<file path="src/rtl/multicycle_control.sv">
// Multi-cycle control FSM for the reduced RISC-V core: sequences fetch/decode/exec/mem/wb and handshakes with memory.
// Build option: define ILLEGAL_TRAP_EN to trap on unknown opcodes (default: unknown opcodes execute as NOPs).
//
// state  | meaning
// FETCH  | request instruction word, latch IR on mem_ready
// DECODE | decode latched opcode, immediate select valid
// EXEC   | ALU op, branch/jump resolution
// MEM    | load/store access, waits on mem_ready
// WB     | single-cycle register-file write
// TRAP   | illegal opcode, everything idle until reset
module multicycle_control #(
    parameter int ADDRESS_WIDTH = 32,
    parameter int ALU_CTRL_W    = 3,
    parameter int MAX_WAIT      = 15
) (
    input  logic                     clk,
    input  logic                     rst_n,
    input  logic [ADDRESS_WIDTH-1:0] instr,
    input  logic                     EQ,
    input  logic                     mem_ready,
    output logic                     mem_req,
    output logic                     MemWrite,
    output logic                     IRWrite,
    output logic                     PCWrite,
    output logic                     PCsrc,
    output logic                     RegWrite,
    output logic [ALU_CTRL_W-1:0]    ALUctrl,
    output logic                     ALUsrc,
    output logic [2:0]               ImmSrc,
    output logic [1:0]               ResultSrc,
    output logic                     mem_timeout,
    output logic [2:0]               state_o
);

    typedef enum logic [2:0] {
        S_FETCH  = 3'd0,
        S_DECODE = 3'd1,
        S_EXEC   = 3'd2,
        S_MEM    = 3'd3,
        S_WB     = 3'd4,
        S_TRAP   = 3'd5
    } state_t;

    localparam logic [6:0] OPC_OPIMM  = 7'b0010011;
    localparam logic [6:0] OPC_OP     = 7'b0110011;
    localparam logic [6:0] OPC_LOAD   = 7'b0000011;
    localparam logic [6:0] OPC_STORE  = 7'b0100011;
    localparam logic [6:0] OPC_BRANCH = 7'b1100011;
    localparam logic [6:0] OPC_JAL    = 7'b1101111;
    localparam logic [6:0] OPC_LUI    = 7'b0110111;
    localparam logic [7:0] WAIT_LAST  = 8'(MAX_WAIT - 1);

    state_t     state_q;
    logic [6:0] opc_q;
    logic [2:0] fn3_q;
    logic       fn7b5_q;
    logic [7:0] wait_q;
    logic       timeout_q;
    logic       drop_q;

    logic is_opimm, is_op, is_load, is_store, is_branch, is_jal, is_lui;
    logic wait_state, tmo_hit, br_taken;
    logic [2:0] alu_fn3, alu_sel, imm_sel, alu3;
    logic asrc_sel;
    logic unused_instr;

    assign unused_instr = ^{instr[ADDRESS_WIDTH-1:31], instr[29:15], instr[11:7]};

    assign is_opimm  = (opc_q == OPC_OPIMM);
    assign is_op     = (opc_q == OPC_OP);
    assign is_load   = (opc_q == OPC_LOAD);
    assign is_store  = (opc_q == OPC_STORE);
    assign is_branch = (opc_q == OPC_BRANCH);
    assign is_jal    = (opc_q == OPC_JAL);
    assign is_lui    = (opc_q == OPC_LUI);

    // drop_q idles mem_req for one cycle after a timeout so the aborted request is visibly withdrawn
    assign wait_state = ((state_q == S_FETCH) && !drop_q) || (state_q == S_MEM);
    assign tmo_hit    = wait_state && !mem_ready && (wait_q == WAIT_LAST);
    assign br_taken   = is_branch && (((fn3_q == 3'b000) && EQ) || ((fn3_q == 3'b001) && !EQ));

    always_ff @(posedge clk or negedge rst_n) begin
        if (!rst_n) begin
            state_q   <= S_FETCH;
            opc_q     <= '0;
            fn3_q     <= '0;
            fn7b5_q   <= 1'b0;
            wait_q    <= '0;
            timeout_q <= 1'b0;
            drop_q    <= 1'b0;
        end else begin
            drop_q <= 1'b0;
            if (tmo_hit) begin
                state_q   <= S_FETCH;
                wait_q    <= '0;
                timeout_q <= 1'b1;
                drop_q    <= 1'b1;
            end else begin
                wait_q <= (wait_state && !mem_ready) ? wait_q + 8'd1 : 8'd0;
                case (state_q)
                    S_FETCH: begin
                        if (!drop_q && mem_ready) begin
                            opc_q   <= instr[6:0];
                            fn3_q   <= instr[14:12];
                            fn7b5_q <= instr[30];
                            state_q <= S_DECODE;
                        end
                    end
                    S_DECODE: state_q <= S_EXEC;
                    S_EXEC: begin
                        if (is_load || is_store)
                            state_q <= S_MEM;
                        else if (is_opimm || is_op || is_jal || is_lui)
                            state_q <= S_WB;
                        else if (is_branch)
                            state_q <= S_FETCH;
                        else
`ifdef ILLEGAL_TRAP_EN
                            state_q <= S_TRAP;
`else
                            state_q <= S_FETCH;
`endif
                    end
                    S_MEM: begin
                        if (mem_ready)
                            state_q <= is_load ? S_WB : S_FETCH;
                    end
                    S_WB:    state_q <= S_FETCH;
                    S_TRAP:  state_q <= S_TRAP;
                    default: state_q <= S_FETCH;
                endcase
            end
        end
    end

    always_comb begin
        alu_fn3 = 3'b000;
        case (fn3_q)
            3'b000: alu_fn3 = (is_op && fn7b5_q) ? 3'b001 : 3'b000;
            3'b001: alu_fn3 = 3'b110;
            3'b010: alu_fn3 = 3'b101;
            3'b011: alu_fn3 = 3'b101;
            3'b100: alu_fn3 = 3'b100;
            3'b101: alu_fn3 = 3'b111;
            3'b110: alu_fn3 = 3'b011;
            3'b111: alu_fn3 = 3'b010;
            default: alu_fn3 = 3'b000;
        endcase
        alu_sel  = (is_opimm || is_op) ? alu_fn3 : (is_branch ? 3'b001 : 3'b000);
        asrc_sel = is_opimm || is_load || is_store;
        imm_sel  = is_store ? 3'b001 : is_branch ? 3'b010 : is_jal ? 3'b011 : is_lui ? 3'b100 : 3'b000;
    end

    always_comb begin
        mem_req   = 1'b0;
        MemWrite  = 1'b0;
        IRWrite   = 1'b0;
        PCWrite   = 1'b0;
        PCsrc     = 1'b0;
        RegWrite  = 1'b0;
        ALUsrc    = 1'b0;
        ImmSrc    = 3'b000;
        ResultSrc = 2'b00;
        alu3      = 3'b000;
        case (state_q)
            S_FETCH: begin
                mem_req = !drop_q;
                IRWrite = !drop_q && mem_ready;
                PCWrite = !drop_q && mem_ready;
            end
            S_EXEC: begin
                PCWrite = br_taken || is_jal;
                PCsrc   = br_taken || is_jal;
            end
            S_MEM: begin
                mem_req  = 1'b1;
                MemWrite = is_store;
            end
            S_WB: begin
                RegWrite  = 1'b1;
                ResultSrc = is_load ? 2'b01 : is_jal ? 2'b10 : is_lui ? 2'b11 : 2'b00;
            end
            default: ;
        endcase
        if ((state_q == S_DECODE) || (state_q == S_EXEC) || (state_q == S_MEM) || (state_q == S_WB))
            ImmSrc = imm_sel;
        if ((state_q == S_EXEC) || (state_q == S_MEM) || (state_q == S_WB)) begin
            alu3   = alu_sel;
            ALUsrc = asrc_sel;
        end
        // state_q already reads FETCH during reset; keep the bus quiet until release
        if (!rst_n) begin
            mem_req = 1'b0;
            IRWrite = 1'b0;
            PCWrite = 1'b0;
        end
    end

    assign ALUctrl     = ALU_CTRL_W'(alu3);
    assign mem_timeout = timeout_q;
    assign state_o     = state_q;

endmodule

</file>
<file path="config.mk">
export PLATFORM = sky130hd
export DESIGN_NAME = multicycle_control
export DESIGN_NICKNAME = d
export VERILOG_FILES = /design/src/rtl/multicycle_control.sv
export SDC_FILE = /design/constraint.sdc
export NUM_CORES = 1
export LEC_CHECK = 0
export CAP_MARGIN = 20
export CORE_AREA = 2 2 112 60
export CTS_CLUSTER_SIZE = 8
export DETAILED_ROUTE_END_ITERATION = 10
export DIE_AREA = 0 0 114 62
export SYNTH_ARGS = -nofsm -noshare
export SYNTH_HDL_FRONTEND = slang
export SYNTH_SLANG_ARGS = --single-unit
export TNS_END_PERCENT = 100
</file>
<file path="constraint.sdc">
create_clock -name clk -period 1.69 [get_ports clk]
set_input_delay 0.2535 -clock clk [delete_from_list [all_inputs] [get_ports clk]]
set_output_delay 0.2535 -clock clk [all_outputs]
set_load 0.005 [all_outputs]
</file>
# Word-level counts from Yosys, hierarchy flattened
# Index checks and enable logic that the tools add are counted.
# Widths: inputs -> output; s select.
# totals
n_memories,0
ramBits,0
reg_bits,24
word_cells,95
latch_bits,0
romBits,0
inputBits,36
# classes
mul,0
reduce_logical,30
n_div,0
bitwise,1
order_cmp,0
addsub,1
mux,34
eq_ne,22
shift,0
# ops
op,n
$mux 3,13
$eq 7x6->1 const B,3
$pmux 3 s7,1
$eq 3x3->1 const B,6
$mux 8,2
$pmux 3 s5,1
$eq 7x7->1 const B,2
$logic_or 1x1->1,14
$eq 3x2->1 const B,4
$mux 1,11
$add 8x1->8 const B,1
$eq 8x4->1 const B,1
$logic_and 1x1->1,8
$mux 2,4
$eq 7x2->1 const B,1
$eq 7x5->1 const B,1
$eq 3x1->1 const B,2
$logic_not 3->1,2
$pmux 1 s2,2
$logic_not 1->1,3
$ne 3x2->1 const B,1
$ne 3x3->1 const B,1
$reduce_and 3->1,1
$reduce_and 2->1,1
other kinds (2),2

# Longest topological paths before layout
# depth
word_depth,8
depth_mapped,6
mapped_depth_nobuf,5

# Least setup slack after synthesis
# Ideal clock, no wire load.
# synth_timing
path_kind,reg2out
start,"register state_q[0], in the netlist state_o[0]"
end,output port mem_req
stages_incl_launch_ff,6
arrival_time_ns,1.306
setup_slack_ns,0.131
path_buffers,2
cell_sequence,dfrtp_1 > buf_6 > or3_1 > a21o_1 > buf_6 > nor2_1
# synth_via
elab_chain_len,3
word_cells_on_any_way,4
classes_between,eq/ne: 1; mux: 2; reduce/logical: 1
# synth_lines
element,line,rtl
"start, declared",53,state_t state_q;
"start signal, assigned",126,state_q <= is_load ? S_WB : S_FETCH;
$eq 3x2->1 / $logic_not 3->1 (equally long branches),165,case (state_q)
$pmux 1 s2 *,165,
$mux 1 *,192,if (!rst_n) begin
"end, declared",21,"output logic mem_req,"
# Every way passes the cells marked *; elsewhere a longest branch is shown, timed or not.

# Final worst setup path
# layout_timing
start,register opc_q[2]
end,output port ResultSrc[0]
# layout_via
elab_chain_len,5
word_cells_on_any_way,7
classes_between,eq/ne: 3; mux: 4
# layout_lines
element,line,rtl
"start, declared",54,logic [6:0] opc_q;
"start signal, assigned",103,opc_q <= instr[6:0];
$eq 7x6->1,75,assign is_lui = (opc_q == OPC_LUI);
$mux 2 (2 in series),181,ResultSrc = is_load ? 2'b01 : is_jal ? 2'b10 : is_lui ? 2'b11 : 2'b00;
$mux 2 *,181,
$mux 2 *,165,
"end, declared",30,"output logic [1:0] ResultSrc,"
# Marks and branches as above.

==> metrics.csv <==
metric,value,unit
Clock Path Buffers,2,
final period utilization,109,%
worst path required time,1440,ps
drt wl/cell,15.0,µm
number of hold-repair buffers added at the cts stage,0,
post-detail-place hpwl,3310,µm
detailed router's first-iteration violation count,71,
Synth Instances,148,
"Hold Violations, Final",0,
Starting Density,23.7,%
RD Place Congestion,0.802,
relative slew slack,77.8,%
DRT antenna net count,0,
Clk pwr share,18.9,%
power share of the combinational group,53.5,%
die area,7070,µm²
area delta synth->final,65.3,%
routed via count,1411,
CTS tree,yes,
Power Density,1480,nW/µm²
endpoints failing setup,11,
"slowest stage delay, CP",380,ps
Placed Cells,288,
Final min period,1850,ps
dpl ws,-333,ps
Synth Register Bits,24,
ys async rst share,100,%
H-tree depth,1,
worst skew pair latency,260,ps
Slew @ Worst Pin,330,ps
crit end category,primary output,
share of cells above drive strength 1,53.5,%
CP max-delay cell,dfrtp_1,
Yosys cell types,47,
initial antenna violation count,0,
Final Non-Filler Cells,306,
GRT Util Overall,14.0,%
CTS Buf Count,3,
switching share of power,36.6,%
f_max,541,MHz
Util after Layout,39.1,%
CTS sink cnt,24,
most frequent cells in the layout,"40 x buf_4, 20 x dfrtp_1, 16 x clkdlybuf4s50_1",
Core Area,6250,µm²
nets,265,
Synthesized Nets,186,
Syn. warnings,0,
MaxCap Viol Count,0,
diode count,0,
Power Internal,2.29,mW
RSZ-0062 raised after global routing,true,
Post-Syn Area,1480,µm²
DRT Pass-1 Iters,4,
Critical Path Source Type,flop,
row cnt,21,
Routed Wire Length,4580,µm
critical path class,flop to primary output,
port bufs,33,
largest net degree at the start of global routing,15,
Die Width,114,µm
DIE HEIGHT,62,µm
CP arrival,1590,ps
critical-path cell list,and4bb_2 > buf_6 > nand3b_1 > a21oi_2 > buf_2,
"Remaining Overflow, GRT",0,
outcome,finished with violations,
IO Count,55,
fin. max-slew vios,0,
Min-Delay Path Class,input pin to asynchronous set/reset pin,
sequential power share,27.6,%
Synth Flop Type,dfrtp_1,
first-pass GRT wire length,7440,µm
clock transition at the registers of the reported paths,60,ps
"most common cell after layout, fill and taps aside",buf_4,
"Seq/Total Area, Yosys",40.6,%
Avg Synthesized Cell Area,10.0,µm²
vias in the first global route,1392,
DR vias/cell,4.61,
Setup Skew,2.13,ps
sw power,1.32,mW
Residual DRC,0,
Max VDD drop,0.577,mV
failing checks,setup timing,
number of flops mapped to enable cells by yosys,0,
Leak Pwr,1.07,nW
clk root buf,clkbuf_16,
worst-path maximum fanout,4,
fin worst setup slack,-157,ps
[metrics by stage]
stage / hold slack (ps) / total power, mW / instance area, µm² / setup TNS [ps]
after floorplan: -42.1 / 1.77 / 1480 / 0
after global placement: 454 / 2.44 / 2120 / -3640
after detailed placement: 465 / 2.45 / 2120 / -3450
after CTS: 260 / 3.46 / 2390 / -925
after global routing: 262 / 3.84 / 2450 / -1930
final: 262 / 3.62 / 2450 / -1140
[registers in the layout (all words and copies together) (netlist names)]
signal and cells:
fn7b5_q 1, mem_timeout 1, state_o 3, fn3_q 3, drop_q 1, wait_q 8
opc_q 7
[per-layer routing]
metal | global-route usage, % | up-vias | wire length (µm)
met3 | 3.69 | 2 | 308
met2 | 18.8 | 45 | 1690
li1 | - | 695 | -
met4 | 3.31 | 0 | 27
met5 | 0 | - | 0
met1 | 21.8 | 669 | 2550
[cells by family (layout without fill, tap and decap cells)]
kind of cell,count (synthesis),after routing,share of synthesized area (%)
buf+inv,12,90,4.73
mux,12,12,9.04
fa+ha+maj,2,2,1.69
simple gates,64,64,26.9
xor+xnor,5,5,2.96
compound gates,29,29,14.1
flops,24,24,40.6
[what timing repair did]
item                       in CTS  in global routing
buffers inserted               12                  3
setup endpoints to repair      15                 18
resized for setup              99                 10
pin swaps                      20                  8
[power by group through the flow]
stage / Sequential (mW) / Clock (mW) / Combinational (mW)
after global placement: 0.980 / 0 / 1.46
after floorplan: 0.888 / 0 / 0.882
final: 0.998 / 0.685 / 1.93
after global routing: 1.04 / 0.732 / 2.07
after CTS: 0.978 / 0.704 / 1.78
after detailed placement: 0.979 / 0 / 1.47
[final cells by class]
| cell class | count | area [µm²] |
|---|---|---|
| Multi-Input combinational cell | 112 | 950 |
| Sequential cell | 24 | 606 |
| Clock inverter | 1 | 30.0 |
| Timing Repair Buffer | 82 | 671 |
| Tap cell | 80 | 100 |
| Clock buffer | 3 | 75.1 |
| Fill cell | 631 | 3810 |
| Inverter | 4 | 15.0 |
[critical path, delay by kind of cell, from the launching register on]
kind,cells,cell delay [ps]
AND/OR/NAND/NOR,2,500
flip-flops,1,380
buffers and inverters,2,280
AO/OA/AOI/OAI,1,180
[cell usage after synthesis, types with 4 or more instances]
master	number	area share [%]
nor3_1	6	2.0
xor2_1	4	2.4
a21oi_1	7	2.4
mux2_2	10	7.6
nor2b_1	4	1.7
nand2_1	8	2.0
nand3_1	8	2.7
dfrtp_1	24	41
inv_1	4	1.0
nor2_1	8	2.0
or3_1	4	1.7
o21ai_0	6	2.0
[final timing paths]
| kind | startpoint | end | slack (ps) | cells after the start |
|---|---|---|---|---|
| setup / recovery | opc_q[2] | ResultSrc[0] | -160 | 5 |
| hold / removal | rst_n | opc_q[2] | 260 | 2 |
| setup reg to reg | opc_q[2] | state_o[2] | 40 | 7 |
| hold reg to reg | mem_timeout | mem_timeout | 470 | 2 |
| max in group asynchronous | rst_n | state_o[2] | 1020 | 3 |
| min in group clk | mem_timeout | mem_timeout | 470 | 2 |
Note: power is estimated with default switching activity, not from simulation.
